### src/rtl/axi_rd_arbiter_2x1.sv
// axi_rd_arbiter_2x1: two-master to one-slave AXI read interconnect.
// AR requests are arbitrated round-robin into a registered AR stage whose
// slave-side ID carries the master index as its MSB. R beats return to the
// owning master by that MSB, and per-master outstanding-burst counters
// throttle each master at MAX_OUT.
// Optional feature macro: RD_ARB_ERRCHK_EN (unexpected-R detection/drain).
module axi_rd_arbiter_2x1 #(
  parameter int unsigned BusWidth = 32,
  parameter int unsigned TAGW     = 2,
  parameter int unsigned MAX_OUT  = 4
) (
  input  logic                ACLK,
  input  logic                ARESETn,
  // master 0 AR
  input  logic [TAGW-2:0]     M0_ARID,
  input  logic [BusWidth-1:0] M0_ARADDR,
  input  logic [3:0]          M0_ARLEN,
  input  logic [1:0]          M0_ARSIZE,
  input  logic [1:0]          M0_ARBURST,
  input  logic [1:0]          M0_ARLOCK,
  input  logic [3:0]          M0_ARCACHE,
  input  logic [2:0]          M0_ARPROT,
  input  logic                M0_ARVALID,
  output logic                M0_ARREADY,
  // master 1 AR
  input  logic [TAGW-2:0]     M1_ARID,
  input  logic [BusWidth-1:0] M1_ARADDR,
  input  logic [3:0]          M1_ARLEN,
  input  logic [1:0]          M1_ARSIZE,
  input  logic [1:0]          M1_ARBURST,
  input  logic [1:0]          M1_ARLOCK,
  input  logic [3:0]          M1_ARCACHE,
  input  logic [2:0]          M1_ARPROT,
  input  logic                M1_ARVALID,
  output logic                M1_ARREADY,
  // slave AR
  output logic [TAGW-1:0]     S_ARID,
  output logic [BusWidth-1:0] S_ARADDR,
  output logic [3:0]          S_ARLEN,
  output logic [1:0]          S_ARSIZE,
  output logic [1:0]          S_ARBURST,
  output logic [1:0]          S_ARLOCK,
  output logic [3:0]          S_ARCACHE,
  output logic [2:0]          S_ARPROT,
  output logic                S_ARVALID,
  input  logic                S_ARREADY,
  // slave R
  input  logic [TAGW-1:0]     S_RID,
  input  logic [BusWidth-1:0] S_RDATA,
  input  logic [1:0]          S_RRESP,
  input  logic                S_RLAST,
  input  logic                S_RVALID,
  output logic                S_RREADY,
  // master 0 R
  output logic [TAGW-2:0]     M0_RID,
  output logic [BusWidth-1:0] M0_RDATA,
  output logic [1:0]          M0_RRESP,
  output logic                M0_RLAST,
  output logic                M0_RVALID,
  input  logic                M0_RREADY,
  // master 1 R
  output logic [TAGW-2:0]     M1_RID,
  output logic [BusWidth-1:0] M1_RDATA,
  output logic [1:0]          M1_RRESP,
  output logic                M1_RLAST,
  output logic                M1_RVALID,
  input  logic                M1_RREADY,
  output logic                err_unexp
);

  localparam logic [0:0] AR_IDLE = 1'b0;
  localparam logic [0:0] AR_SEND = 1'b1;

  logic [0:0]      ar_state;
  logic            last_grant;
  logic [1:0][2:0] out_cnt;
  logic            elig0, elig1, grant_any, grant_m;
  logic            ar_acc, r_done, sel, unexp;
  logic [1:0]      inc, dec;

  logic [TAGW-2:0]     pick_id;
  logic [BusWidth-1:0] pick_addr;
  logic [3:0]          pick_len, pick_cache;
  logic [1:0]          pick_size, pick_burst, pick_lock;
  logic [2:0]          pick_prot;

  // Eligibility and round-robin pick; only meaningful in AR_IDLE
  always_comb begin
    elig0     = M0_ARVALID && (out_cnt[0] < 3'(MAX_OUT));
    elig1     = M1_ARVALID && (out_cnt[1] < 3'(MAX_OUT));
    grant_any = (ar_state == AR_IDLE) && (elig0 || elig1);
    if (elig0 && elig1) grant_m = ~last_grant;
    else                grant_m = elig1;
  end

  // Master ARREADY depends only on state, ARVALID and counters, never on S_ARREADY
  always_comb begin
    M0_ARREADY = ARESETn && grant_any && !grant_m;
    M1_ARREADY = ARESETn && grant_any &&  grant_m;
  end

  // Payload mux for the granted master
  always_comb begin
    if (grant_m) begin
      pick_id    = M1_ARID;
      pick_addr  = M1_ARADDR;
      pick_len   = M1_ARLEN;
      pick_size  = M1_ARSIZE;
      pick_burst = M1_ARBURST;
      pick_lock  = M1_ARLOCK;
      pick_cache = M1_ARCACHE;
      pick_prot  = M1_ARPROT;
    end else begin
      pick_id    = M0_ARID;
      pick_addr  = M0_ARADDR;
      pick_len   = M0_ARLEN;
      pick_size  = M0_ARSIZE;
      pick_burst = M0_ARBURST;
      pick_lock  = M0_ARLOCK;
      pick_cache = M0_ARCACHE;
      pick_prot  = M0_ARPROT;
    end
  end

  assign S_ARVALID = (ar_state == AR_SEND);
  assign ar_acc    = S_ARVALID && S_ARREADY;

  // AR FSM and registered slave AR stage; the granted master index lives in S_ARID's MSB
  always_ff @(posedge ACLK or negedge ARESETn) begin
    if (!ARESETn) begin
      ar_state   <= AR_IDLE;
      last_grant <= 1'b1;
      S_ARID     <= '0;
      S_ARADDR   <= '0;
      S_ARLEN    <= '0;
      S_ARSIZE   <= '0;
      S_ARBURST  <= '0;
      S_ARLOCK   <= '0;
      S_ARCACHE  <= '0;
      S_ARPROT   <= '0;
    end else if (ar_state == AR_IDLE) begin
      if (grant_any) begin
        ar_state  <= AR_SEND;
        S_ARID    <= {grant_m, pick_id};
        S_ARADDR  <= pick_addr;
        S_ARLEN   <= pick_len;
        S_ARSIZE  <= pick_size;
        S_ARBURST <= pick_burst;
        S_ARLOCK  <= pick_lock;
        S_ARCACHE <= pick_cache;
        S_ARPROT  <= pick_prot;
      end
    end else if (S_ARREADY) begin
      ar_state   <= AR_IDLE;
      last_grant <= S_ARID[TAGW-1];
    end
  end

  assign sel = S_RID[TAGW-1];

`ifdef RD_ARB_ERRCHK_EN
  assign unexp = S_RVALID && (out_cnt[sel] == 3'd0);

  // Sticky unexpected-R flag, cleared only by reset
  always_ff @(posedge ACLK or negedge ARESETn) begin
    if (!ARESETn)   err_unexp <= 1'b0;
    else if (unexp) err_unexp <= 1'b1;
  end
`else
  assign unexp     = 1'b0;
  assign err_unexp = 1'b0;
`endif

  // R routing by tag MSB; unexpected beats are hidden from masters and drained
  always_comb begin
    M0_RID    = S_RID[TAGW-2:0];
    M1_RID    = S_RID[TAGW-2:0];
    M0_RDATA  = S_RDATA;
    M1_RDATA  = S_RDATA;
    M0_RRESP  = S_RRESP;
    M1_RRESP  = S_RRESP;
    M0_RLAST  = S_RLAST;
    M1_RLAST  = S_RLAST;
    M0_RVALID = S_RVALID && !sel && !unexp;
    M1_RVALID = S_RVALID &&  sel && !unexp;
    S_RREADY  = unexp || (sel ? M1_RREADY : M0_RREADY);
  end

  assign r_done = S_RVALID && S_RREADY && S_RLAST;

  // Per-master increment/decrement requests; decrement saturates at zero
  always_comb begin
    inc = '0;
    dec = '0;
    inc[S_ARID[TAGW-1]] = ar_acc;
    dec[sel]            = r_done && (out_cnt[sel] != 3'd0);
  end

  // Outstanding-burst counters; same-master inc and dec cancel
  always_ff @(posedge ACLK or negedge ARESETn) begin
    if (!ARESETn) begin
      out_cnt <= '0;
    end else begin
      for (int unsigned i = 0; i < 2; i++) begin
        if (inc[i] && !dec[i])      out_cnt[i] <= out_cnt[i] + 3'd1;
        else if (dec[i] && !inc[i]) out_cnt[i] <= out_cnt[i] - 3'd1;
      end
    end
  end

endmodule

### config.mk
export PLATFORM = sky130hd
export DESIGN_NAME = axi_rd_arbiter_2x1
export DESIGN_NICKNAME = d
export VERILOG_FILES = /design/src/rtl/axi_rd_arbiter_2x1.sv
export SDC_FILE = /design/constraint.sdc
export NUM_CORES = 1
export LEC_CHECK = 0
export ABC_CLOCK_PERIOD_IN_PS = 1800
export CAP_MARGIN = 20
export CORE_MARGIN = 3
export CORE_UTILIZATION = 33
export DETAILED_ROUTE_END_ITERATION = 6
export PLACE_DENSITY = 0.9
export SLEW_MARGIN = 20
export SYNTH_ARGS = -nofsm -noshare
export SYNTH_HDL_FRONTEND = slang
export SYNTH_SLANG_ARGS = --single-unit
### constraint.sdc
create_clock -name ACLK -period 1.8 [get_ports ACLK]
set_input_delay 0.36 -clock ACLK [delete_from_list [all_inputs] [get_ports ACLK]]
set_output_delay 0.36 -clock ACLK [all_outputs]
set_load 0.005 [all_outputs]
==> impl_metrics.py, run 1 <==
metrics = {
    "critical_path": {
        "worst-path-max-fanout": 3,
        "critPathKind": "reg2reg",
        "critical-path-max-stage-delay_ns": 0.39,
        "worstSetupStartpointType": "flip-flop",
        "crit_family": "adder cells",
        "crit_path_cell_trace": "buf_6 -> buf_6 -> o31ai_4 -> ha_2 -> inv_2 -> fa_2 -> xor2_1 -> nor2_1 -> xor2_1",
        "slowest_stage": "dfrtp_1",
        "end_kind": "flip-flop",
        "cp_num_buf_inv": 3,
        "cp.required_ns": 2.05,
        "arrival_ns": 2.14,
        "rrSetupSlack_ns": -0.09,
    },
    "clock_tree": {
        "cts.sinks": 59,
        "htreeDepth": 3,
        "cts.clk_slew.worst_paths_ns": 0.05,
        "clock_latency_ns": 0.32,
        "cts_tree": "done",
        "cts_made_buffers": 9,
        "root_buffer": "clkbuf_16",
        "postCtsHoldBufs": 0,
        "cts.path.max_buffers": 2,
    },
    "placed_design": {
        "gp_congestion": 0.794,
        "dpl_worst_slack_ns": -0.516,
        "dpl.hpwl_um": 9900,
        "port_buffers": 168,
    },
    "floorplanning": {
        "io_pins": 275,
        "die_w_um": 118,
        "std_cell_rows": 40,
        "dieHeight_um": 118,
        "core_mm2": 0.0122,
        "initial_core_util_pct": 34.1,
        "die_area_mm2": 0.0140,
    },
    "outcome": {
        "violations": "negative setup slack",
        "status": "finished, violations left",
    },
    "synth": {
        "async_flop_share_pct": 100,
        "synth_cell_types": 35,
        "syn_area_per_cell_um2": 9.86,
        "synth_warnings": 0,
        "yosysSeqAreaShare_pct": 35.6,
        "yosys_most_used_dff": "dfrtp_1",
        "syn_nets": 570,
        "synth-edff-count": 0,
        "synth_area_mm2": 0.00415,
        "postSynthCellCount": 421,
        "ys_seq_elements": 59,
    },
    "grt": {
        "grt_first_pass_wirelength_um": 22100,
        "gr-usage-met2_pct": 32.6,
        "grtUsageMet3_pct": 7.94,
        "antenna_found_initial": 0,
        "grt_max_degree": 79,
        "gr-total-overflow": 0,
        "grt-busiest-layer": "met2",
        "grt_usage_pct": 19.5,
        "grt_pass1_vias": 3947,
        "use_met1_pct": 22.7,
    },
    "timing": {
        "min_period_ns": 1.89,
        "timing.hold.ws_ns": 0.105,
        "period_share_pct": 105,
        "slew_violations": 0,
        "timing.fmax_mhz": 529,
        "rsz0062_at_grt": "yes",
        "setup_ws_ns": -0.0905,
        "worstMarginPinSlew_ns": 0.557,
        "final.setup.tns_ns": -0.275,
        "timing.slew.headroom_pct": 62.8,
        "finalHoldViolCount": 0,
        "finalSetupViolations": 5,
        "clock_skew_ns": 0.00786,
    },
    "power_and_ir_drop": {
        "design_power_total_mw": 9.15,
        "powerDensity_mw_per_mm2": 1540,
        "leakagePower_nw": 2.52,
        "peakVddDrop_mv": 0.838,
    },
    "layout": {
        "layout.nets": 671,
        "layout-drive-gt1-share_pct": 15.4,
        "postLayoutCoreUtil_pct": 48.8,
        "fillerInstances": 1101,
        "syn_to_final_growth_pct": 42.9,
        "antennaDiodeCount": 0,
    },
    "run": {
        "drv_cap": 0,
    },
    "drt": {
        "ant_nets": 0,
        "first_iter_violations": 270,
        "vias": 3879,
        "drt_pass1_iterations": 5,
        "wl_per_cell_um": 20.6,
        "wl_um": 14300,
        "routed_via_density": 5.59,
        "drc": 0,
    },
    "min_path": {
        "hold_path_class": "in2async",
    },
}
==> cell usage in the layout, fill, tap and decap left out, drive strengths merged, types with 2 or more instances in the layout <==
cell / instances
a2bb2oi: 50
fa: 2
nand2: 2
clkinv: 3
clkdlybuf4s50: 156
a221oi: 50
buf: 47
mux2: 3
inv: 3
dlygate4sd2: 8
xor2: 4
and2: 2
nor2: 4
dfrtp: 58
o31ai: 2
nand2b: 2
clkbuf: 12
and3b: 51
ha: 2
xnor2: 2
o21ai: 50
==> power by group <==
group	switching, mW	internal (mW)
Combinational	2.13	2.97
Sequential	0.495	2.03
Clock	0.573	0.953
==> timing repair <==
item | CTS | global route
buffers inserted | 9 | 5
cloned | 0 | 0
setup endpoints to repair | 11 | 24
gates resized for setup | 31 | 7
pin swaps | 7 | 7
==> worst register-to-register path, cell delays in order (launching register included) <==
cell and delay (ns):
dfrtp_1 0.39, buf_6 0.13, buf_6 0.11, o31ai_4 0.17, ha_2 0.23, inv_2 0.04, fa_2 0.33, xor2_1 0.15
nor2_1 0.12, xor2_1 0.14
==> path summary, 6_finish.rpt <==
kind                       startpoint            to  cells past startpoint
hold / removal                ARESETn  S_ARADDR[27]                      2
min in group ACLK          S_ARLEN[0]    S_ARLEN[0]                      1
hold reg to reg            S_ARLEN[0]    S_ARLEN[0]                      1
setup / recovery           out_cnt[2]    out_cnt[2]                      9
setup reg to reg           out_cnt[2]    out_cnt[2]                      9
max in group asynchronous     ARESETn    last_grant                      2
==> layer usage <==
metal | vias up | part of all wire [%]
met5 | - | 0
met4 | 0 | 1.6
met3 | 25 | 12
met2 | 291 | 51
met1 | 1836 | 36
li1 | 1727 | -
==> kinds of logic (layout without fill, tap and decap cells) <==
kind of cell    count (synthesis)  in the layout  share of synthesized area (%)
fa+ha+maj                       4              4                           1.57
other cells                     1              1                         0.0904
flops                          59             59                           35.6
mux                             3              3                          0.814
compound gates                157            157                           28.7
simple gates                   66             66                           13.0
xor+xnor                        6              6                           1.27
buf+inv                       125            230                           19.0
==> stage by stage <==
step,std cells,area (um^2)
after global routing,694,5930
after floorplan,421,4170
after detailed placement,666,5510
final,694,5930
after CTS,690,5870
after global placement,666,5510
==> state kept, by name, summed over array words and instances (netlist names) <==
name / count
out_cnt: 6
S_ARPROT: 3
last_grant: 1
S_ARVALID: 1
S_ARLOCK: 2
S_ARBURST: 2
S_ARCACHE: 4
S_ARSIZE: 2
S_ARLEN: 4
S_ARID: 2
S_ARADDR: 32
==> area by class of cell <==
type | instances | area (um^2) | share of cell area (%)
tap | 168 | 210 | 3.55
clock inverter | 3 | 15.0 | 0.253
clock buffer | 12 | 246 | 4.16
inverter | 3 | 11.3 | 0.190
timing repair buffer | 212 | 2010 | 33.9
multi-input combinational | 237 | 1950 | 33.0
sequential | 59 | 1480 | 25.0
==> synth_stat cells, types with 3 or more instances <==
library cell  instances  area, um^2
buf_4                79         593
mux2_2                3        33.8
clkbuf_1             30         113
a221oi_1             50         438
buf_2                 7        35.0
and3b_1              51         447
clkbuf_2              5        25.0
o21ai_0              45         225
a2bb2oi_1            50         438
xor2_1                4        35.0
inv_1                 3        11.3
o21ai_1               5        25.0
dfrtp_1              58        1450
nor2_1                4        15.0
(Power assumes the default switching activity.)
==> run 2: changes to the inputs <==
--- a/config.mk
+++ b/config.mk
@@ -10,7 +10,7 @@
 export CORE_MARGIN = 3
 export CORE_UTILIZATION = 33
 export DETAILED_ROUTE_END_ITERATION = 6
-export PLACE_DENSITY = 0.9
+export PLACE_DENSITY = 0.78
 export SLEW_MARGIN = 20
 export SYNTH_ARGS = -nofsm -noshare
 export SYNTH_HDL_FRONTEND = slang
==> run 2 against run 1 <==
Net effect: the flow still finishes with violations (negative setup slack); flip-flop and latch count unchanged; fmax decreased by 0.36%; count of clock-buffer cells in the layout decreased by 3; final cell count decreased by 0.29%.
==> impl_metrics.py, run 2 (same netlist as run 1, synthesis figures left out) <==
metrics = {
    "drt": {
        "vias": 3818,
        "top_layer": "met4",
        "dr_wl_met3_um": 1170,
        "drc": 0,
        "wl_um": 14100,
        "met1_length_um": 5460,
        "ant_nets": 0,
        "routed_via_density": 5.52,
        "wl_per_cell_um": 20.4,
        "drt_pass1_iterations": 7,
        "first_iter_violations": 252,
        "wl_met2_um": 7160,
    },
    "timing": {
        "clock_skew_ns": 0.0124,
        "setup_ws_ns": -0.0973,
        "timing.hold.ws_ns": 0.113,
        "timing.fmax_mhz": 527,
        "final.setup.tns_ns": -0.197,
        "finalSetupViolations": 4,
        "slew_violations": 0,
        "period_share_pct": 105,
        "finalHoldViolCount": 0,
        "rsz0062_at_grt": "yes",
        "timing.slew.headroom_pct": 52.0,
        "worstMarginPinSlew_ns": 0.720,
        "min_period_ns": 1.90,
    },
    "clock_tree": {
        "cts.clk_slew.worst_paths_ns": 0.06,
        "cts_made_buffers": 9,
        "htreeDepth": 3,
        "root_buffer": "clkbuf_16",
        "cts.sinks": 59,
        "cts.path.max_buffers": 2,
        "cts_tree": "done",
        "postCtsHoldBufs": 0,
        "clock_latency_ns": 0.32,
    },
    "placed_design": {
        "port_buffers": 168,
        "gp_congestion": 0.767,
        "dpl.hpwl_um": 9650,
        "place_area_mm2": 0.00552,
    },
    "outcome": {
        "status": "finished, violations left",
        "violations": "negative setup slack",
    },
    "critical_path": {
        "crit_path_cell_trace": "buf_6 -> buf_6 -> o31ai_4 -> ha_2 -> inv_2 -> fa_2 -> xor2_1 -> nor2_1 -> xor2_1",
        "critPathKind": "reg2reg",
        "critical-path-max-stage-delay_ns": 0.39,
        "arrival_ns": 2.14,
        "end_kind": "flip-flop",
        "worst-path-max-fanout": 3,
        "cp.required_ns": 2.04,
        "slowest_stage": "dfrtp_1",
        "cp_num_buf_inv": 3,
        "worstSetupStartpointType": "flip-flop",
        "crit_family": "adder cells",
    },
    "floorplanning": {
        "die_w_um": 118,
        "initial_core_util_pct": 34.1,
        "io_pins": 275,
        "die_area_mm2": 0.0140,
        "std_cell_rows": 40,
        "core_mm2": 0.0122,
        "dieHeight_um": 118,
    },
    "layout": {
        "final_common_cell": "clkdlybuf4s50_1",
        "syn_to_final_growth_pct": 43.4,
        "layout-drive-gt1-share_pct": 15.5,
        "layout_common_cells": "155 x clkdlybuf4s50_1, 56 x dfrtp_1, 50 x and3b_1, 50 x a2bb2oi_1, 49 x a221oi_1",
        "postLayoutCoreUtil_pct": 48.9,
        "layout.nets": 667,
        "top_register": "S_ARADDR",
        "final_area_mm2": 0.00595,
        "multi_input_area_mm2": 0.00195,
        "fillerInstances": 1125,
        "area.sequential_mm2": 0.00148,
        "largest_reg_flops": 32,
        "top_regs": "S_ARADDR (32), out_cnt (6)",
    },
    "power_and_ir_drop": {
        "powerDensity_mw_per_mm2": 1580,
        "peakVddDrop_mv": 0.694,
        "leakagePower_nw": 2.52,
        "design_power_total_mw": 9.38,
    },
    "grt": {
        "grt_usage_pct": 20.0,
        "grt_max_degree": 79,
        "gr-total-overflow": 0,
        "grt_pass1_vias": 4162,
        "antenna_found_initial": 0,
        "grt_first_pass_wirelength_um": 22800,
    },
    "run": {
        "drv_cap": 0,
    },
    "min_path": {
        "hold_path_class": "in2async",
    },
}
==> run 2: changes by cell type in the layout (fill, tap and decap cells not counted), moves of 2 or more <==
cell / previous run / this run
dlygate4sd2_1: 8 / 10
clkbuf_1: 2 / 0
buf_4: 38 / 35
bufinv_16: 0 / 2
clkinvlp_4: 0 / 3
==> run 2: path summary, 6_finish.rpt <==
| path | start | end | slack (ns) | cells after the start |
|---|---|---|---|---|
| setup / recovery | out_cnt[2] | out_cnt[2] | -0.1 | 9 |
| hold / removal | ARESETn | out_cnt[2] | 0.11 | 2 |
| setup reg to reg | out_cnt[2] | out_cnt[2] | -0.1 | 9 |
| hold reg to reg | S_ARADDR[27] | S_ARADDR[27] | 0.54 | 1 |
| max in group asynchronous | ARESETn | last_grant | 1.37 | 2 |
| min in group ACLK | S_ARADDR[27] | S_ARADDR[27] | 0.54 | 1 |
==> run 2: layout make-up <==
cell class	count	area share (%)
antenna	1	0.0421
clock buffer	9	3.79
clock inverter	7	1.56
inverter	3	0.189
multi-input combinational	237	32.8
sequential	59	24.9
tap	168	3.53
timing repair buffer	208	33.2
==> run 2: worst register-to-register path, delay by kind of cell, from the launching register on <==
kind                       cells  cell delay (ns)
adders and majority gates      2             0.54
DFF                            1             0.39
buffers and inverters          3             0.28
and+or+nand+nor                1             0.12
xor gates and xnor gates       2             0.32
AOI/OAI and AO/OA              1             0.16
==> run 2: where the power goes <==
group | switching [mW] | leakage, nW | internal (mW)
logic | 2.13 | 1.71 | 2.91
registers | 0.479 | 0.658 | 2.03
clock network | 0.623 | 0.147 | 1.21
==> run 2: per-layer routing <==
layer | GRT usage [%] | vias to the layer above
met2 | 33.2 | 242
li1 | - | 1718
met3 | 6.60 | 22
met5 | 0 | -
met4 | 7.25 | 0
met1 | 24.0 | 1836
==> run 2: timing repair <==
item	4_1_cts	5_1_grt
gates resized for setup	34	4
buffers inserted	7	2
endpoints found under the setup margin	11	22
pin swaps	11	8
==> run 2: through the flow <==
stage | std cells | setup WS [ns]
floorplan | 421 | 0.0139
global placement | 667 | -0.523
detailed placement | 667 | -0.542
CTS | 689 | -0.108
global route | 691 | -0.214
finish | 692 | -0.0973
==> RTL edit 1, RTL diff (config.mk and constraints of run 1) <==
Set the parameter `BusWidth` to 36 (it was 32).
--- a/src/rtl/axi_rd_arbiter_2x1.sv
+++ b/src/rtl/axi_rd_arbiter_2x1.sv
@@ -7,3 +7,3 @@
 module axi_rd_arbiter_2x1 #(
-  parameter int unsigned BusWidth = 32,
+  parameter int unsigned BusWidth = 36,
   parameter int unsigned TAGW     = 2,
Interface: changed (6 resized); port bits go from 275 to 299. No check against the original RTL was run, so the function may have changed too.
==> RTL edit 1 against run 1 <==
The flow still finishes with violations (negative setup slack). Sequential cell count rose by 4. Design area rose by 13%. Area after synthesis up 17%. Global-route usage shrank 1.2 points. Worst setup slack better by 0.017 ns. Total power increased by 14%. Combinational power is 20% higher. Sequential share of layout area is 1.3 points lower. Wire length rose by 6.0%. Utilization decreased by 1.6 points. Critical path type unchanged. Critical endpoint unchanged.
==> RTL edit 1: results (changes against run 1) <==
outcome finished with violations; violated checks negative setup slack; Crit path arrival time 2.12 ns (-0.02 ns); detailed router's first-iteration violation count 190 (-30%); count of buffers from port buffering 180 (+7.1%); CTS resizes 37 (+19%); Max stage delay on crit path 0.40 ns; gr usage total 18.3% (-1.2 points); library cells used by synthesis 35 (unchanged); Adder-Cell Fraction of Synth Area 1.34% (-0.23 points); top_reg_cell synth dfrtp_1; relative slew slack 58.2% (-4.7 points); clk_skew 0.00740 ns (-0.000455 ns); setup bufs post-CTS 8 (-1); Clock Tree Buf Depth 2 (unchanged); largest net degree at the start of global routing 61 (-23%); CP max-delay cell dfrtp_1; worst vdd ir 758 µV (-9.5%); vias in the first global route 4484 (+14%); Comb pwr share 58.6% (+2.9 points); number of CTS-inserted buffers 9 (unchanged); DP HPWL 10100 µm (+1.6%); Synth Instances 453 (+7.6%); mux share of post-synthesis cell area 0.696% (-0.12 points); compound-gate portion of the synthesized area 32.9% (+4.3 points); switch share 35.4% (+0.38 points); Top delay family on crit path adder cells; PnR worst setup slack -0.0731 ns (+0.0174 ns); Root Driver clkbuf_16; net count after synthesis 614 (+7.7%); WHS 0.0851 ns (-0.0201 ns); router iterations before antenna repair 5 (unchanged); n_diodes 0 (unchanged); layout cells sized above 1 23.9% (+8.5 points); xor-xnor portion of the synthesized cell area 1.08% (-0.18 points); initial antenna violation count 1 (+1); Leak 2.76 nW (+9.2%); internal power 6.76 mW (+14%); top flop regs S_ARADDR: 36 flops, out_cnt: 6 flops; clock share of power 15.1% (-1.6 points); Setup TNS Final -0.192 ns (+0.0834 ns); Yosys warnings 0 (unchanged); final setup vio count 5 (unchanged); Final Instance Count excl. Fillers 733 (+5.6%); CP startpoint out_cnt[2]$_DFFE_PN0P_; Area contributors post-synth dfrtp_1 32%, buf_4 13%, a2bb2oi_2 12%, and3b_1 9.9%, a221oi_1 7.4%; Reg2Reg Depth 9 (unchanged); Final #Nets 711 (+6.0%); register area share after synthesis 32.5% (-3.1 points); top cells by count, synth 84 x buf_4, 62 x dfrtp_1, 55 x and3b_1, 51 x o21ai_0, 41 x a221oi_1; GPL Wtd Cong 0.839 (+5.7%); Routed WL per cell 20.7 µm (+0.38%); DP Worst Slack -0.492 ns (+0.0243 ns); global-route wire length before repair 23600 µm (+6.8%); Placement Cell Area 6230 µm² (+13%); total number of vias 4119 (+6.2%); CP Capture Point out_cnt[2]$_DFFE_PN0P_
==> RTL edit 1: routing by layer <==
metal | track usage [%] | routed length, µm | part of all wire [%] | vias up
li1 | - | - | - | 1833
met1 | 21.4 | 6200 | 41 | 2030
met2 | 31.7 | 7430 | 49 | 213
met3 | 5.10 | 1180 | 7.8 | 41
met4 | 7.32 | 343 | 2.3 | 2
met5 | 0 | 13 | 0.086 | -
==> RTL edit 1: area by class of cell <==
type,instances,area [µm²]
well taps,180,225
inverters,3,11.3
flip-flops and latches,63,1580
fillers,1258,7480
clock buffers,13,260
repair buffers,220,2170
clock inverters,1,5.00
multi-input cells,253,2420
==> RTL edit 1: cell families after synthesis <==
kind of cell,Yosys count
AOI/OAI and AO/OA,169
buffers and inverters,137
DFF,63
muxes,3
xor gates and xnor gates,6
adders and majority gates,4
and+or+nand+nor,70
other,1
==> RTL edit 2, RTL diff (settings of run 1) <==
Without the edit above. Add a define of `RD_ARB_ERRCHK_EN`.
--- a/src/rtl/axi_rd_arbiter_2x1.sv
+++ b/src/rtl/axi_rd_arbiter_2x1.sv
@@ -6,2 +6,4 @@
 // Optional feature macro: RD_ARB_ERRCHK_EN (unexpected-R detection/drain).
+`define RD_ARB_ERRCHK_EN
+
 module axi_rd_arbiter_2x1 #(
Behaviour: not the same (Yosys sat finds a counterexample within 4 cycles, from zero or initial values and one cycle with ARESETn low).
==> RTL edit 2 against run 1 <==
The run still ends with negative setup slack left. Hold slack gained 0.16 ns. Wire length rose by 5.2%. Combinational power rose by 4%. Clock power grew 31%. Critical path type is now in2reg. First-iteration DRC count decreased by 21%. Area after synthesis up 0.87%. Count of clock-buffer cells in the layout down 2. Total power increased by 7.4%. Cell count grew 0.43%. Design area up 2.9%. Worst setup slack lost 0.077 ns. Sequential cell count increased by 1.
==> RTL edit 2: results (changes against run 1) <==
Crit path arrival time 2.21 ns (+0.07 ns); final setup vio count 6 (+1); GR Util met2 36.1% (+3.5 points); net count after synthesis 574 (+0.70%); largest net degree at the start of global routing 100 (+27%); GPL Wtd Cong 0.846 (+6.6%); worst vdd ir 1280 µV (+52%); vias per cell 5.61 (+0.34%); met1 WL 5340 µm (+3.8%); relative slew slack 48.3% (-15 points); Leak 2.58 nW (+2.1%); clk_skew 0.00820 ns (+0.000342 ns); PnR worst setup slack -0.167 ns (-0.0769 ns); count of buffers from port buffering 169 (+0.60%); detailed router's first-iteration violation count 214 (-21%); placed cells 670 (+0.60%); top-area cell type share of the netlist area 35.3% (+0.29 points); library cells used by synthesis 33 (-5.7%); global-route wire length before repair 23500 µm (+6.3%); Synth Instances 425 (+0.95%); outcome finished with violations; top cells by count, synth 72 x buf_4, 59 x dfrtp_1, 51 x and3b_1; Final Instance Count excl. Fillers 697 (+0.43%); met1 usage 23.5% (+0.75 points); violated checks negative setup slack; layout cells sized above 1 16.6% (+1.2 points); DP HPWL 10200 µm (+2.8%); final WL 15000 µm (+5.2%); register area share after synthesis 35.9% (+0.29 points); gr usage total 20.6% (+1.1 points)
RTL edit 2: changes by cell type after synthesis, moves of 2 or more:
cell / change
a21oi_1: +2
o21ai_0: +5
clkbuf_1: +5
o21ai_1: -5
buf_4: -7
nor3_1: +2
nand3_1: +2
o31ai_1: -2
clkbuf_2: -5
buf_6: +5
RTL edit 2: worst paths after layout:
check | from | end | slack, ns | cells after the start
min | ARESETn | S_ARADDR[18]$_DFFE_PN0P_ | 0.27 | 2
min reg2reg | err_unexp$_DFFE_PN0N_ | err_unexp$_DFFE_PN0N_ | 0.48 | 1
max | S_ARREADY | out_cnt[5]$_DFFE_PN0P_ | -0.17 | 9
min in group ACLK | err_unexp$_DFFE_PN0N_ | err_unexp$_DFFE_PN0N_ | 0.48 | 1
max reg2reg | out_cnt[5]$_DFFE_PN0P_ | out_cnt[5]$_DFFE_PN0P_ | -0.15 | 10
max in group asynchronous | ARESETn | out_cnt[2]$_DFFE_PN0P_ | 0.99 | 2
RTL edit 2: critical path, stage by stage:
cell and delay (ns):
clkdlybuf4s50_1 0.46, nand2_1 0.08, nor2_1 0.28, ha_4 0.19, inv_2 0.03, fa_2 0.32, xor2_1 0.17, nor2_1 0.14
xor2_1 0.16
RTL edit 2: metrics by stage:
step / cell area [µm²] / power [mW] / hold slack (ns) / TNS, ns
2_1_floorplan: 4210 / 5.23 / 0.0644 / -0.0292
3_3_place_gp: 5570 / 7.24 / 0.454 / -6.54
3_5_place_dp: 5570 / 7.41 / 0.450 / -11.02
4_1_cts: 6010 / 9.68 / 0.282 / -0.584
5_1_grt: 6100 / 10.4 / 0.323 / -1.21
6_report: 6100 / 9.83 / 0.265 / -0.665
RTL edit 2: final cells by class:
cell class,instances,area [µm²]
Tap cell,168,210
Fill cell,1124,6110
Timing Repair Buffer,209,2030
Clock buffer,10,239
Multi-Input combinational cell,241,2000
Sequential cell,60,1510
Inverter,3,11.3
Clock inverter,6,111
RTL edit 2: what timing repair did:
item                                    4_1_cts  5_1_grt
gates resized for setup                      34       13
cloned                                        0        0
setup buffers                                 8        7
pin swaps                                    14        5
endpoints found under the setup margin       11       49
RTL edit 2: kinds of logic after synthesis:
kind of cell	after synthesis	synth area share [%]
flip-flops	60	35.9
multiplexers	3	0.807
adder cells (fa/ha/maj)	4	1.55
AND/OR/NAND/NOR	69	13.0
AO/OA/AOI/OAI	159	28.7
XOR/XNOR	6	1.26
buffers and inverters	124	18.9
RTL edit 2: power breakdown:
part / switching (mW) / internal [mW] / leakage, nW
registers: 0.476 / 2.06 / 0.666
logic: 2.24 / 3.05 / 1.74
clock network: 0.614 / 1.39 / 0.169
